--- config.mk ---
export PLATFORM = sky130hd
export DESIGN_NAME = piso_serializer
export DESIGN_NICKNAME = d
export VERILOG_FILES = /design/src/rtl/piso_serializer.sv
export SDC_FILE = /design/constraint.sdc
export NUM_CORES = 1
export LEC_CHECK = 0
export CAP_MARGIN = 10
export CORE_MARGIN = 1
export CORE_UTILIZATION = 41
export CTS_CLUSTER_SIZE = 20
export DETAILED_ROUTE_END_ITERATION = 10
export GPL_TIMING_DRIVEN = 0
export PLACE_DENSITY = 0.73
export SKIP_LAST_GASP = 1
export SYNTH_ARGS = -nofsm -noshare
export SYNTH_HDL_FRONTEND = slang
export SYNTH_SLANG_ARGS = --single-unit
--- constraint.sdc ---
create_clock -name clk -period 1.3 [get_ports clk]
set_input_delay 0.195 -clock clk [delete_from_list [all_inputs] [get_ports clk]]
set_output_delay 0.195 -clock clk [all_outputs]
set_load 0.01 [all_outputs]
--- src/rtl/piso_serializer.sv ---
// Parallel-in/serial-out front stage: valid/ready word load, MSB-first serial output.
// Define PISO_SERIALIZER_PARITY_EN to append one even-parity bit per word.
module piso_serializer #(
    parameter int WIDTH = 10
) (
    input  logic             clk,
    input  logic             rst_n,
    input  logic [WIDTH-1:0] load_data,
    input  logic             load_valid,
    output logic             load_ready,
    output logic             ser_out,
    output logic             ser_valid,
    output logic             busy,
    output logic             done
);

    localparam int CW = $clog2(WIDTH);
    localparam logic [CW-1:0] LAST = CW'(WIDTH - 1);

`ifdef PISO_SERIALIZER_PARITY_EN
    typedef enum logic [1:0] {IDLE, SHIFT, PAR} state_t;
`else
    typedef enum logic [1:0] {IDLE, SHIFT} state_t;
`endif

    state_t           state_q, state_d;
    logic [CW-1:0]    cnt_q, cnt_d;
    // Holds only the bits not yet on ser_out; the MSB goes straight to the output flop.
    logic [WIDTH-2:0] shreg_q, shreg_d;
    logic             ser_out_q, ser_out_d;
    logic             ser_valid_q, ser_valid_d;
    logic             done_q, done_d;
    logic             accept;
    logic             mid_word;
`ifdef PISO_SERIALIZER_PARITY_EN
    logic             par_q, par_d;
`endif

    always_comb begin
        load_ready = 1'b0;
        case (state_q)
            IDLE:    load_ready = 1'b1;
`ifdef PISO_SERIALIZER_PARITY_EN
            SHIFT:   load_ready = 1'b0;
            PAR:     load_ready = 1'b1;
`else
            SHIFT:   load_ready = (cnt_q == LAST);
`endif
            default: load_ready = 1'b0;
        endcase
    end

    assign accept   = load_valid & load_ready;
    assign mid_word = (state_q == SHIFT) && (cnt_q != LAST);
    assign busy     = (state_q != IDLE);

    always_ff @(posedge clk or negedge rst_n) begin
        if (!rst_n) begin
            state_q     <= IDLE;
            cnt_q       <= '0;
            shreg_q     <= '0;
            ser_out_q   <= 1'b0;
            ser_valid_q <= 1'b0;
            done_q      <= 1'b0;
`ifdef PISO_SERIALIZER_PARITY_EN
            par_q       <= 1'b0;
`endif
        end else begin
            state_q     <= state_d;
            cnt_q       <= cnt_d;
            shreg_q     <= shreg_d;
            ser_out_q   <= ser_out_d;
            ser_valid_q <= ser_valid_d;
            done_q      <= done_d;
`ifdef PISO_SERIALIZER_PARITY_EN
            par_q       <= par_d;
`endif
        end
    end

    always_comb begin
        state_d = state_q;
        case (state_q)
            IDLE: begin
                if (accept) state_d = SHIFT;
            end
            SHIFT: begin
                if (cnt_q == LAST) begin
`ifdef PISO_SERIALIZER_PARITY_EN
                    state_d = PAR;
`else
                    state_d = accept ? SHIFT : IDLE;
`endif
                end
            end
`ifdef PISO_SERIALIZER_PARITY_EN
            PAR: begin
                state_d = accept ? SHIFT : IDLE;
            end
`endif
            default: state_d = IDLE;
        endcase
    end

    always_comb begin
        cnt_d       = cnt_q;
        shreg_d     = shreg_q;
        ser_out_d   = 1'b0;
`ifdef PISO_SERIALIZER_PARITY_EN
        par_d       = par_q;
`endif
        if (accept) begin
            shreg_d   = load_data[WIDTH-2:0];
            cnt_d     = '0;
            ser_out_d = load_data[WIDTH-1];
`ifdef PISO_SERIALIZER_PARITY_EN
            par_d     = load_data[WIDTH-1];
`endif
        end else if (mid_word) begin
            shreg_d   = shreg_q << 1;
            cnt_d     = cnt_q + CW'(1);
            ser_out_d = shreg_q[WIDTH-2];
`ifdef PISO_SERIALIZER_PARITY_EN
            par_d     = par_q ^ shreg_q[WIDTH-2];
`endif
        end else if (state_d == IDLE) begin
            cnt_d   = '0;
            shreg_d = '0;
`ifdef PISO_SERIALIZER_PARITY_EN
        end else if (state_d == PAR) begin
            ser_out_d = par_q;
`endif
        end

        ser_valid_d = (state_d != IDLE);
`ifdef PISO_SERIALIZER_PARITY_EN
        done_d      = (state_d == PAR);
`else
        done_d      = (state_d == SHIFT) && (cnt_d == LAST);
`endif
    end

    assign ser_out   = ser_out_q;
    assign ser_valid = ser_valid_q;
    assign done      = done_q;

endmodule
* After elaboration in Yosys (flattened, before gate mapping)
Index checks and enable logic that the tools add are counted.
Storage, ports and cells: latch bits 0, memories kept 0, ROM bits 0, bits in writable memories 0, output and inout bits 5, register bits 18, bits of input ports 13
Cells by class: reduce and logical (&&, ||, !) cells 7, add/subtract/negate cells 1, muxes and demuxes 13, eq/ne operators 5, $mul 0, div/mod/pow operators 0, bitwise logic cells 1, shift operators 0, $lt $le $gt $ge 0
Operator list (count):
- $mux 9 | 3
- $mux 4 | 3
- $eq 4x4->1 const B | 2
- $add 4x1->4 const B | 1
- $eq 2x1->1 const B | 2
- $logic_not 2->1 | 2
- $mux 2 | 2
- $ne 4x4->1 const B | 1
- $pmux 2 s2 | 1
- $reduce_bool 2->1 | 2
- $mux 1 | 3
- $reduce_bool 3->1 | 1
- $logic_and 1x1->1 | 2
- $pmux 1 s2 | 1
- $and 1x1->1 | 1

* Longest topological paths before layout
Gate-level depths: netlist of run 1.
depth in word-level cells 12, depth in mapped cells 6

* Worst setup path after synthesis of run 1
OpenSTA, ideal clock, no wires.
kind register to register, start reg cnt_q[1], end reg ser_out_q, in the netlist ser_out, data arrival time 1200 ps, data required time 1179 ps, slack -21 ps, period minus slack after synthesis 1321 ps, path buffers 1, stages on the path, launching flop included 7, path through dfrtp_1 inv_1 ha_1 nand3b_4 and3b_1 buf_6 a22o_1
Between the ends: word-level cells in the longest chain between the ends 4, elaborated cells on any way between the ends 7
RTL lines:
- from (decl) | RTL line 27 | logic [CW-1:0] cnt_q, cnt_d;
- from (signal assigned) | RTL line 70 | cnt_q <= cnt_d;
- $eq 4x4->1 / $ne 4x4->1 (equally long branches) | RTL line 47, 54
- $pmux 1 s2 / $logic_and 1x1->1 (equally long branches) | RTL line 41, 54
- $and 1x1->1 / $mux 1 (equally long branches) | RTL line 53, 119
- $mux 1 (*) | RTL line 112 | if (accept) begin
- named net ser_out_d | RTL line 30 | logic ser_out_q, ser_out_d;
- to (signal assigned) | RTL line 72 | ser_out_q <= ser_out_d;
- to (decl) | RTL line 30
The timed path passes the listed nets; every way through them passes the cells marked *. A chain may end at the register's enable or synchronous reset.

* Final worst setup path of run 1
start reg cnt_q[1], end out load_ready
Between the ends: word-level cells in the longest chain between the ends 2
RTL lines:
- $eq 4x4->1 | RTL line 47 | SHIFT: load_ready = (cnt_q == LAST);
- $pmux 1 s2 | RTL line 41 | case (state_q)
- to (decl) | RTL line 10 | output logic load_ready,
No other way between the ends.

==> summary.md, run 1 <==
| Metric | Value |
|---|---|
| Outcome | `complete, but fails checks` |
| Failing checks | `setup timing` |
| Clock buffer depth | `2` |
| Relative slew slack | `a little under 50%` |
| Layout Cells excl Fill | `96` |
| Syn Area/Cell | `about 14 um^2` |
| Netlist cell types | `20` |
| Critical Path Stages | `5` |
| Vias/cell | `around 5.5` |
| H-tree Lvls | `1` |
| Fmax | `0.6741 GHz` |
| Buffers on Ports | `17` |
| Mapped Cells | `between 50 and 60` |
| Critical path arrival | `1.29 ns` |
| Top-count cell post-synth | `dfrtp_1` |
| Synthesized area | `~700 um^2` |
| Sequential share of the synthesized area | `about 65%` |
| CP peak stage delay | `between 0.3 and 0.4 ns` |
| DR iter-0 viols | `10` |
| Cell row count | `14` |
| Worst vdd ir | `about 0.59 mV` |
| RSZ-0062 raised after global routing | `true` |
| Tmin final | `roughly 1.5 ns` |
| Crit path max fanout | `2` |
| Final setup TNS | `-1.435 ns` |
| Core box area | `1541 um^2` |
| GPL Wtd Cong | `~0.67` |
| Top cells by area, synth | `dfrtp_1 (65%), a22o_1 (11%), ha_1 (3.6%), nand3b_4 (2.9%), nor2_1 (2.2%)` |
| Setup Skew | `between 0.006 and 0.007 ns` |
| Clock Root Buffer | `clkbuf_4` |
| Crit-path cells | `inv_1, ha_2, nand3b_4, a21oi_2, buf_2` |
| Max Cap Viol | `0` |
| Placed insts | `84` |
| Initial antenna violation count | `0` |
| Share of the synthesized area in the top cell type | `between 60% and 70%` |
| Vias | `between 500 and 600` |
| Die ar. | `1869 um^2` |
| Share of cells above drive strength 1 | `28.75%` |
| Startpoint types | `register` |
| Fin crit share | `114.1%` |
| Kind of cell adding the most delay to the critical path | `flip-flops` |
| Hold Violations, Final | `0` |
| CTS Buf Count | `3` |
| Final net count | `96` |
| Die width | `around 43 um` |
| Post-cts hold buffer count | `0` |
| Yosys warnings | `0` |
| Min-delay worst type | `input port to asynchronous set/reset pin` |
| Yosys top cell by area | `dfrtp_1` |
| WS Path Type | `register to output pin` |
| CTS Sinks | `18` |
| Leakage dissipation | `approximately 0.5 nW` |
| Initial Util | `between 40% and 50%` |
| Buf/Inv on CP | `2` |
| Nature of the critical path endpoint | `output pin` |
| Avg WL per Cell | `approximately 15 um` |
| Net Count, Synth | `between 60 and 70` |
| Seq cells post-synth | `18` |
| Dpl hpwl | `between 800 and 900 um` |
| Post-synth EDFFs | `0` |
| CTS tree | `yes` |
| Post-synth top cells | `dfrtp_1 (18), a22o_1 (9), nor2_1 (4)` |
| Chip height | `~43 um` |
| First-pass GRT wire length | `approximately 2.3 mm` |
| DRT Wirelength | `1.411 mm` |
| Grt total ovfl | `0` |
| Asr flop ratio synth | `100.0%` |
| Worst setup margin | `-0.1835 ns` |
| IO Pins | `18` |
| Largest net degree at the start of global routing | `19` |
| Worst hold slack | `0.3495 ns` |
| Pins Over Slew Limit | `0` |
| Power per Cell Area | `1056 nW/um^2` |
| Worst Path Required | `between 1 and 1.5 ns` |
| TritonRoute pass-1 iters | `4` |
| Predominant post-synthesis flop cell | `dfrtp_1` |
| Gr usage total | `16.95%` |
| Vias in the first global route | `slightly above 500` |
| Residual DRC count | `0` |
| Setup violators final | `12` |
| Later-pin clock latency in the skew report | `roughly 0.29 ns` |
| Highest-delay cell along the critical path | `dfrtp_1` |
| Cell count of the worst reg-to-reg path | `6` |
| Post-DRT Antenna Nets | `0` |
| Pin slew with the least headroom to its limit | `approximately 0.78 ns` |
| Area grow syn2layout | `47.04%` |
| Clock slew at reported path FFs | `~0.1 ns` |
| Ant. Diodes | `0` |
-- layer usage --
| layer | up-vias | routed length, um | part of all wire (%) | GRT usage, % |
|---|---|---|---|---|
| li1 | 239 | - | - | - |
| met1 | 274 | 616 | 44 | 21.55 |
| met2 | 12 | 748 | 53 | 26.57 |
| met3 | 0 | 46 | 3.3 | 5.106 |
| met4 | 0 | 0 | 0 | 7.273 |
| met5 | - | 0 | 0 | 0 |
-- cell families (layout without fill, tap and decap cells) --
kind of cell | after synthesis | after routing | synth area share (%)
compound gates | 11 | 12 | 13.29
xor+xnor | 2 | 2 | 2.514
flops | 18 | 18 | 64.63
simple gates | 15 | 16 | 13.29
other cells | 1 | 1 | 0.5381
fa+ha+maj | 2 | 2 | 3.590
buf+inv | 2 | 29 | 2.154
-- sequential cells by signal, indices dropped and copies added, names as in the netlist --
register / count
ser_valid: 1
ser_out: 1
done: 1
cnt_q: 4
shreg_q: 9
state_q: 2
-- worst paths after layout --
check,slack [ns],to,from
worst max-delay path,-0.18,load_ready,cnt_q[1]
worst min-delay path,0.35,state_q[0],rst_n
worst max register to register,-0.14,shreg_q[2],cnt_q[1]
worst min register to register,0.49,shreg_q[4],shreg_q[3]
max in group asynchronous,0.46,state_q[1],rst_n
min in group clk,0.45,shreg_q[0],load_data[0]
-- where the power goes --
| part | switching (mW) | internal [mW] |
|---|---|---|
| combinational | 0.0703 | 0.0797 |
| clock | 0.168 | 0.170 |
| sequential | 0.0102 | 0.584 |
| total | 0.248 | 0.834 |
-- area by class of cell --
type / instances / area, um^2
fillers: 118 / 516.7
flip-flops and latches: 18 / 450.4
multi-input cells: 33 / 299.0
repair buffers: 24 / 215.2
clock buffers: 4 / 36.28
well taps: 16 / 20.02
inverters: 1 / 3.754
-- through the flow --
stage	util (%)	area, um^2	power (mW)	worst slack, ns
3_5_place_dp	57.71	889.6	0.7315	-0.3488
5_1_grt	66.48	1025	1.136	-0.2736
2_1_floorplan	-	699.4	0.6558	-0.0006927
6_report	66.48	1025	1.082	-0.1835
3_3_place_gp	57.71	889.6	0.7284	-0.3359
4_1_cts	63.31	975.9	1.086	-0.1883
-- timing repair --
action | in CTS | in global routing
setup buffers | 5 | 4
resized for setup | 17 | 4
pin swaps | 3 | 6
gates cloned | 1 | 1
hold endpoints to repair | 0 | 0
setup endpoints to repair | 15 | 13
-- cell usage in the layout (no fill, tap or decap) --
master	n
conb_1	1
nand3b_1	1
clkbuf_4	3
nand2_1	2
nor3_2	1
and2_1	1
nand3b_4	1
a22o_1	9
ha_2	1
or2_4	1
xnor2_2	1
dfrtp_1	18
buf_4	7
clkbuf_8	1
ha_4	1
and3b_2	1
a21oi_4	2
nand3_1	2
buf_6	1
and3b_1	1
inv_1	1
nor2_1	4
xor2_1	1
clkdlybuf4s50_1	12
nand2b_1	1
buf_2	1
a21oi_2	1
dlygate4sd2_1	3
(Power assumes the default switching activity.)
==> run 2: changes to the inputs <==
Settings changed: CAP_MARGIN 10 to 0, SLEW_MARGIN from default to 20.
==> results of run 2 <==
Final layout, timing and power as in run 1 (identical DEF).
